[config.mk]
export PLATFORM = sky130hd
export DESIGN_NAME = if_prefetch_queue
export DESIGN_NICKNAME = d
export VERILOG_FILES = /design/src/rtl/if_prefetch_queue.sv
export SDC_FILE = /design/constraint.sdc
export NUM_CORES = 1
export LEC_CHECK = 0
export BUFFER_PORTS_ARGS = -buffer_cell sky130_fd_sc_hd__buf_2
export CAP_MARGIN = 10
export CORE_MARGIN = 2
export CORE_UTILIZATION = 50
export DETAILED_ROUTE_END_ITERATION = 10
export GPL_TIMING_DRIVEN = 0
export PLACE_DENSITY = 0.71
export SYNTH_ARGS = -nofsm -noshare
export SYNTH_HDL_FRONTEND = slang
export SYNTH_SLANG_ARGS = --single-unit
[constraint.sdc]
create_clock -name clk -period 4.5 [get_ports clk]
set_input_delay 1.125 -clock clk [delete_from_list [all_inputs] [get_ports clk]]
set_output_delay 1.125 -clock clk [all_outputs]
set_load 0.03 [all_outputs]
[src/rtl/if_prefetch_queue.sv]
// ----------------------------------------------------------------------------
// if_prefetch_queue
//
// Instruction-fetch front end. Issues word-aligned fetch PCs to a
// synchronous-read instruction ROM (1-cycle latency), buffers the returned
// words together with their PCs in a small FIFO, and presents the oldest one
// to decode over a valid/ready handshake. A redirect flushes everything that
// is queued or in flight and restarts fetch at the new target.
//
// Ports
//   clk          single clock, all state changes on its rising edge
//   rst          synchronous reset, active high
//   rom_en       ROM read request this cycle
//   rom_addr     ROM word address (fetch_pc[ADDR_W+1:2])
//   rom_data     ROM read data, valid the cycle after rom_en
//   inst_valid   queue head holds an instruction
//   inst_code    head instruction word (0 when inst_valid=0)
//   inst_pc      head instruction PC   (0 when inst_valid=0)
//   inst_ready   decode accepts the head this cycle
//   redirect     flush and restart fetch at redirect_pc
//   redirect_pc  new fetch target, low two bits ignored
//   fetch_pc     next PC to be issued
//   count        number of valid queue entries
// ----------------------------------------------------------------------------
module if_prefetch_queue #(
   parameter int          DEPTH    = 4,
   parameter int          ADDR_W   = 6,
   parameter logic [31:0] RESET_PC = 32'h0000_0000
) (
   input  logic                     clk,
   input  logic                     rst,
   output logic                     rom_en,
   output logic [ADDR_W-1:0]        rom_addr,
   input  logic [31:0]              rom_data,
   output logic                     inst_valid,
   output logic [31:0]              inst_code,
   output logic [31:0]              inst_pc,
   input  logic                     inst_ready,
   input  logic                     redirect,
   input  logic [31:0]              redirect_pc,
   output logic [31:0]              fetch_pc,
   output logic [$clog2(DEPTH):0]   count
);

   localparam int PTR_W = $clog2(DEPTH);
   localparam int CNT_W = PTR_W + 1;

   logic [31:0]      fetch_pc_reg;
   logic             inflight_reg;
   logic [31:0]      tag_pc_reg;
   logic [PTR_W-1:0] rd_ptr_reg;
   logic [PTR_W-1:0] wr_ptr_reg;
   logic [CNT_W-1:0] count_reg;

   logic [31:0]      code_mem [DEPTH];
   logic [31:0]      pc_mem   [DEPTH];

   logic [CNT_W:0]   occupancy;
   logic             issue;
   logic             push;
   logic             pop;
   logic [31:0]      redirect_target;

   // Masking (rather than slicing) keeps every bit of redirect_pc referenced.
   assign redirect_target = redirect_pc & ~32'h0000_0003;

   // Entries already queued plus the one word still coming back from the ROM.
   // A pop in the same cycle is deliberately not credited, which keeps the
   // issue decision independent of inst_ready.
   assign occupancy = {1'b0, count_reg} + {{CNT_W{1'b0}}, inflight_reg};
   assign issue     = !rst && !redirect && (occupancy < (CNT_W + 1)'(DEPTH));

   // Redirect flushes the returning word, so it is never pushed that cycle.
   assign push = inflight_reg && !redirect && !rst;
   assign pop  = (count_reg != '0) && inst_ready && !redirect && !rst;

   assign rom_en   = issue;
   assign rom_addr = fetch_pc_reg[ADDR_W+1:2];
   assign fetch_pc = fetch_pc_reg;
   assign count    = count_reg;

   assign inst_valid = (count_reg != '0);
   assign inst_code  = inst_valid ? code_mem[rd_ptr_reg] : 32'h0;
   assign inst_pc    = inst_valid ? pc_mem[rd_ptr_reg]   : 32'h0;

   // Control state: reset beats redirect, redirect beats push/pop/issue.
   always_ff @(posedge clk) begin
      if (rst) begin
         fetch_pc_reg <= RESET_PC;
         inflight_reg <= 1'b0;
         tag_pc_reg   <= 32'h0;
         rd_ptr_reg   <= '0;
         wr_ptr_reg   <= '0;
         count_reg    <= '0;
      end else if (redirect) begin
         fetch_pc_reg <= redirect_target;
         inflight_reg <= 1'b0;
         rd_ptr_reg   <= '0;
         wr_ptr_reg   <= '0;
         count_reg    <= '0;
      end else begin
         inflight_reg <= issue;
         if (issue) begin
            fetch_pc_reg <= fetch_pc_reg + 32'd4;
            tag_pc_reg   <= fetch_pc_reg;
         end
         // Pointers are PTR_W bits wide and DEPTH is a power of two, so
         // they wrap around the storage on their own.
         if (push) begin
            wr_ptr_reg <= wr_ptr_reg + 1'b1;
         end
         if (pop) begin
            rd_ptr_reg <= rd_ptr_reg + 1'b1;
         end
         case ({push, pop})
            2'b10:   count_reg <= count_reg + 1'b1;
            2'b01:   count_reg <= count_reg - 1'b1;
            default: count_reg <= count_reg;
         endcase
      end
   end

   // Queue storage carries no reset; only entries below count are ever read.
   always_ff @(posedge clk) begin
      if (push) begin
         code_mem[wr_ptr_reg] <= rom_data;
         pc_mem[wr_ptr_reg]   <= tag_pc_reg;
      end
   end

endmodule

==> flow_summary.json, run 1 <==
{
  "outcome": "finished clean",
  "via_per_inst": 5.51,
  "fin_skew_ns": 0.0251,
  "fin_crit_sh_pct": 87.3,
  "leakage_nw": 5.50,
  "max_stage_delay_ns": 0.37,
  "drc": 0,
  "dp_cells": 1336,
  "antenna_cells": 0,
  "power.density_nw_per_um2": 406,
  "grt_max_degree": 56,
  "path_cells": "clkbuf_1 > nor2_1 > nand2_1 > clkinv_1 > buf_2 > buf_2",
  "clock_path_buffers": 3,
  "core-area_sq_um": 25200,
  "grt_pass1_vias": 7535,
  "reg2reg_slack_ns": 1.42,
  "drt-initial-drc-count": 548,
  "largest_reg_flops": 128,
  "vias": 7686,
  "dp_hpwl_microns": 17700,
  "tns_ns": 0,
  "regArea_sq_um": 8850,
  "synth_top_area_share_pct": 57.9,
  "crit_family": "buffers and inverters",
  "io_buffer_count": 166,
  "holdCritPathClass": "register to register",
  "die_area_sq_um": 27000,
  "worst_pin_slew_ns": 0.698,
  "fin_util_pct": 60.9,
  "avgSynthCellArea_sq_um": 15.4,
  "cts_tree": "done",
  "multiInputGateArea_sq_um": 3700,
  "crit_required_ns": 3.38,
  "slowest_stage": "nor2_1",
  "layout_common_cells": "edfxtp_1 (248), buf_2 (176), nand2_1 (83), dfxtp_1 (70), and2_1 (69)",
  "hold_viol_final": 0,
  "grt_usage_pct": 20.0,
  "drv_cap": 0,
  "hold_buffers": 0,
  "nFillCells": 1938,
  "dr.pass1.iters": 5,
  "wl_per_cell_microns": 19.2,
  "gp_congestion": 0.883,
  "fin_crit_ns": 3.93,
  "startpoint_type": "input pin",
  "drt-total-wl_microns": 26800,
  "detail-route-antenna-nets": 0,
  "cts_resized": 0,
  "clock_latency_ns": 0.50,
  "peakVddDrop_uv": 217,
  "die_x_microns": 164,
  "synth_seq_cells": 318,
  "synth-warning-count": 0,
  "cts_buffers": 34,
  "slew_headroom_pct": 53.5,
  "cp_common_cell": "buf_2",
  "ys_types": 50,
  "drv_slew": 0,
  "grt_remaining_overflow": 0,
  "finalSetupViolCount": 0,
  "syn_inst": 833,
  "antenna_found_initial": 0,
  "largest-register": "code_mem",
  "grt_pass1_wl_microns": 41300,
  "worstPathArrival_ns": 2.80,
  "place_ws_ns": 0.612,
  "clk_pin_slew_ns": 0.06,
  "max_freq_mhz": 254,
  "cp_max_fo": 10,
  "layout-drive-gt1-share_pct": 29.8,
  "final_common_cell": "edfxtp_1",
  "cts_root_buf": "clkbuf_16",
  "reg_top3": "code_mem x128, pc_mem x120",
  "whs_ns": 0.503,
  "yosys.area.top_type": "edfxtp_1",
  "mappedNetlistArea_sq_um": 12900,
  "cts_setup_buffers": 0,
  "pin_count": 175,
  "num_rows": 58,
  "path_buf_inv": 4,
  "ys_top_cells_by_area": "edfxtp_1 (58%), dfxtp_1 (11%), mux4_2 (11%)",
  "cts_sinks": 318,
  "die_h_microns": 164,
  "crit_type": "input pin to primary output",
  "rsz0062_at_grt": "false",
  "ys_seq_area_share_pct": 68.8,
  "setup_slack_ns": 0.570,
  "fin_nets": 1117,
  "htree_levels": 2,
  "area_delta_synth_final_pct": 19.3,
  "initial_core_util_pct": 51.1,
  "end_kind": "primary output",
  "instances_no_fill": 1396
}
[report_power, final]
part	internal (mW)	total, mW	switching, mW
combinational	0.0957	0.277	0.181
sequential	3.20	3.24	0.0487
clock	1.65	2.70	1.05
[cells by family (layout without fill, tap and decap cells)]
kind of cell / Yosys count / count (layout) / share of synthesized area, %
buf+inv: 74 / 304 / 2.64
xor+xnor: 13 / 13 / 0.885
flops: 318 / 318 / 68.8
simple gates: 262 / 262 / 10.8
compound gates: 94 / 94 / 5.11
fa+ha+maj: 7 / 7 / 0.740
other cells: 1 / 4 / 0.0292
mux: 64 / 64 / 11.0
[cell type report]
| type | instances | share of cell area [%] |
|---|---|---|
| clock buffer | 53 | 6.82 |
| timing repair buffer | 170 | 6.08 |
| multi-input combinational | 444 | 24.1 |
| sequential | 318 | 57.7 |
| tap | 330 | 2.69 |
| inverter | 11 | 0.269 |
| clock inverter | 7 | 0.400 |
| buffer | 63 | 1.94 |
[synth_stat cells (all sizes together)]
master / count
nand4b: 3
dfxtp: 70
xor2: 10
a31oi: 4
nand3: 17
clkbuf: 40
a211o: 1
fa: 1
or3: 8
o31ai: 7
o21ai: 5
and3: 10
o311ai: 5
buf: 23
o22a: 1
o211ai: 6
a31o: 2
a22oi: 1
o221ai: 1
nand2: 83
clkinv: 1
nand4: 17
a221oi: 1
or4: 7
nor2: 31
mux4: 62
ha: 6
mux2i: 2
inv: 10
conb: 1
a311oi: 12
a211oi: 7
or2: 3
edfxtp: 248
and2: 69
nor4: 3
nor3: 4
a21oi: 35
a21o: 4
a32oi: 1
xnor2: 3
a311o: 1
and4: 7
[worst min-delay path, cell delays in order, from the launching register on]
cell and delay (ns):
dfxtp_1 0.34, nand2_1 0.06, a21oi_1 0.05
[final timing paths]
path / depth (start not counted) / end / start
min reg2reg: 2 / tag_pc_reg[9] / tag_pc_reg[9]
max reg2reg: 10 / count[2] / count[0]
max: 6 / rom_en / redirect
min: 2 / tag_pc_reg[9] / tag_pc_reg[9]
[metrics by stage]
step,power (mW),cell area [sq um]
after global placement,3.58,14100
after detailed placement,3.58,14200
after global routing,6.42,15300
after floorplan,3.46,12900
final,6.23,15300
after CTS,6.28,15300
[layer usage]
metal | global-route usage, % | routed length [microns]
met1 | 29.0 | 12000
met4 | 3.91 | 308
met5 | 0 | 0
met2 | 31.8 | 12600
met3 | 3.89 | 1900
(Power assumes the default switching activity.)
==> run 2: changes to the inputs <==
--- a/config.mk
+++ b/config.mk
@@ -6,7 +6,7 @@
 export NUM_CORES = 1
 export LEC_CHECK = 0
 export BUFFER_PORTS_ARGS = -buffer_cell sky130_fd_sc_hd__buf_2
-export CAP_MARGIN = 10
+export CAP_MARGIN = 40
 export CORE_MARGIN = 2
 export CORE_UTILIZATION = 50
 export DETAILED_ROUTE_END_ITERATION = 10
==> constraint.sdc (replaced) <==
create_clock -name clk -period 4.1 [get_ports clk]
set_input_delay 1.025 -clock clk [delete_from_list [all_inputs] [get_ports clk]]
set_output_delay 1.025 -clock clk [all_outputs]
set_load 0.03 [all_outputs]
==> run 2 against run 1 <==
  * Critical endpoint is now inst_code[23]
  * Clock power grew 11%
  * Non-clock buffer count is the same
  * Highest routed layer unchanged
  * Sequential share of layout area is essentially flat
  * Total power grew 10%
==> flow_summary.json, run 2 (synthesis results as in run 1) <==
{
  "grt_max_degree": 45,
  "slew_headroom_pct": 48.3,
  "cts_tree": "done",
  "holdCritPathClass": "register to register",
  "crit_required_ns": 3.07,
  "die_area_sq_um": 27000,
  "drt-total-wl_microns": 27100,
  "fin_nets": 1118,
  "vias": 7762,
  "busiest_layer": "met2",
  "startpoint_type": "register",
  "cts_resized": 0,
  "reg2reg_to": "count[2]",
  "r2r-start": "count[0]",
  "whs_ns": 0.500,
  "grt_remaining_overflow": 0,
  "outcome": "finished clean",
  "grt_use_met3_pct": 4.17,
  "grt_pass1_wl_microns": 41800,
  "final_area_sq_um": 15300,
  "place_area_sq_um": 14200,
  "antenna_cells": 0,
  "whs_endpoint": "tag_pc_reg[23]",
  "die_h_microns": 164,
  "layout-drive-gt1-share_pct": 30.1,
  "leakage_nw": 5.50,
  "core-area_sq_um": 25200,
  "drv_cap": 0,
  "htree_levels": 2,
  "fin_crit_ns": 3.83,
  "grt_util_met1_pct": 29.2,
  "initial_core_util_pct": 51.1,
  "clock_path_buffers": 3,
  "end_kind": "primary output",
  "drc": 0,
  "die_x_microns": 164,
  "via_per_inst": 5.55,
  "hold_start": "tag_pc_reg[23]",
  "fin_util_pct": 60.9,
  "cp_common_cell": "clkbuf_1",
  "grt_pass1_vias": 7559,
  "place_ws_ns": 0.414,
  "total_power_mw": 6.88,
  "hold_viol_final": 0,
  "antenna_found_initial": 0,
  "drv_slew": 0,
  "path_cells": "clkbuf_1 > or3_1 > clkbuf_1 > clkbuf_1 > and2_1 > buf_2",
  "dp_hpwl_microns": 17800,
  "hold_buffers": 0,
  "largest_reg_flops": 128,
  "area_delta_synth_final_pct": 19.4,
  "layout_common_cells": "edfxtp_1 (248), buf_2 (176), nand2_1 (83), dfxtp_1 (70), and2_1 (69)",
  "cts_buffers": 35,
  "nFillCells": 1935,
  "cts_sinks": 318,
  "drt-initial-drc-count": 700,
  "crit_type": "register to primary output",
  "gp_congestion": 0.883,
  "power.density_nw_per_um2": 448,
  "cts_root_buf": "clkbuf_16",
  "gr-usage-met2_pct": 32.3,
  "peakVddDrop_uv": 361,
  "cp_max_fo": 10,
  "io_buffer_count": 166,
  "worst_pin_slew_ns": 0.776,
  "pin_count": 175,
  "grt_usage_pct": 20.2,
  "dp_cells": 1336,
  "cts_setup_buffers": 0,
  "hold_path_depth": 2,
  "num_rows": 58,
  "fin_skew_ns": 0.0295,
  "rsz0062_at_grt": "false",
  "detail-route-antenna-nets": 0,
  "worstPathArrival_ns": 2.81,
  "tns_ns": 0,
  "reg_top3": "code_mem x128, pc_mem x120",
  "max_stage_delay_ns": 0.60,
  "clk_pin_slew_ns": 0.06,
  "setup_slack_ns": 0.268,
  "slowest_stage": "clkbuf_1",
  "wl_per_cell_microns": 19.4,
  "dr.pass1.iters": 5,
  "final_common_cell": "edfxtp_1",
  "largest-register": "code_mem",
  "max_freq_mhz": 261,
  "clock_latency_ns": 0.51,
  "instances_no_fill": 1398,
  "rr_worst_depth": 10,
  "fin_crit_sh_pct": 93.5,
  "finalSetupViolCount": 0,
  "reg2reg_slack_ns": 0.95
}
run 2: cell types whose count changed in the layout (fill, tap and decap cells not counted):
cell and change:
buf_12 +1, clkbuf_8 -5, inv_6 +5, clkbuf_1 -5, clkinv_1 +3, bufinv_16 +1
clkinv_4 +5, clkinv_2 -1, buf_16 -1, clkbuf_16 -1
run 2: how the worst max path moves through the flow:
stage	start	endpoint	slack (ns)	depth (start not counted)
finish	count[0]	inst_code[23]	0.27	6
global route	count[0]	inst_code[26]	0.01	6
CTS	count[0]	inst_code[26]	0.19	6
detailed placement	redirect	rom_en	0.41	6
global placement	redirect	code_mem[1][27]	-1.02	4
floorplan	rst	code_mem[0][0]	0.47	4
run 2: critical path: cells and delay by family, from the launching register on:
kind          cells  cell delay (ns)
buf+inv           4             1.54
flops             1             0.32
simple gates      2             0.43
run 2: area by class of cell:
type	count	area (sq um)	area share, %
clock buffers	42	933	6.08
plain buffers	63	298	1.94
clock inverters	20	185	1.21
repair buffers	170	926	6.03
well taps	330	413	2.69
flip-flops and latches	318	8850	57.7
multi-input cells	444	3700	24.1
inverters	11	41.3	0.269
run 2: routing by layer:
layer	vias up	share of wire, %
li1	3634	-
met1	3791	45
met2	310	47
met3	27	7.0
met4	0	0.95
met5	-	0
run 2: power by group:
| part | switching [mW] | internal, mW |
|---|---|---|
| sequential | 0.0543 | 3.51 |
| clock | 1.24 | 1.77 |
| combinational | 0.199 | 0.105 |
| total | 1.49 | 5.39 |
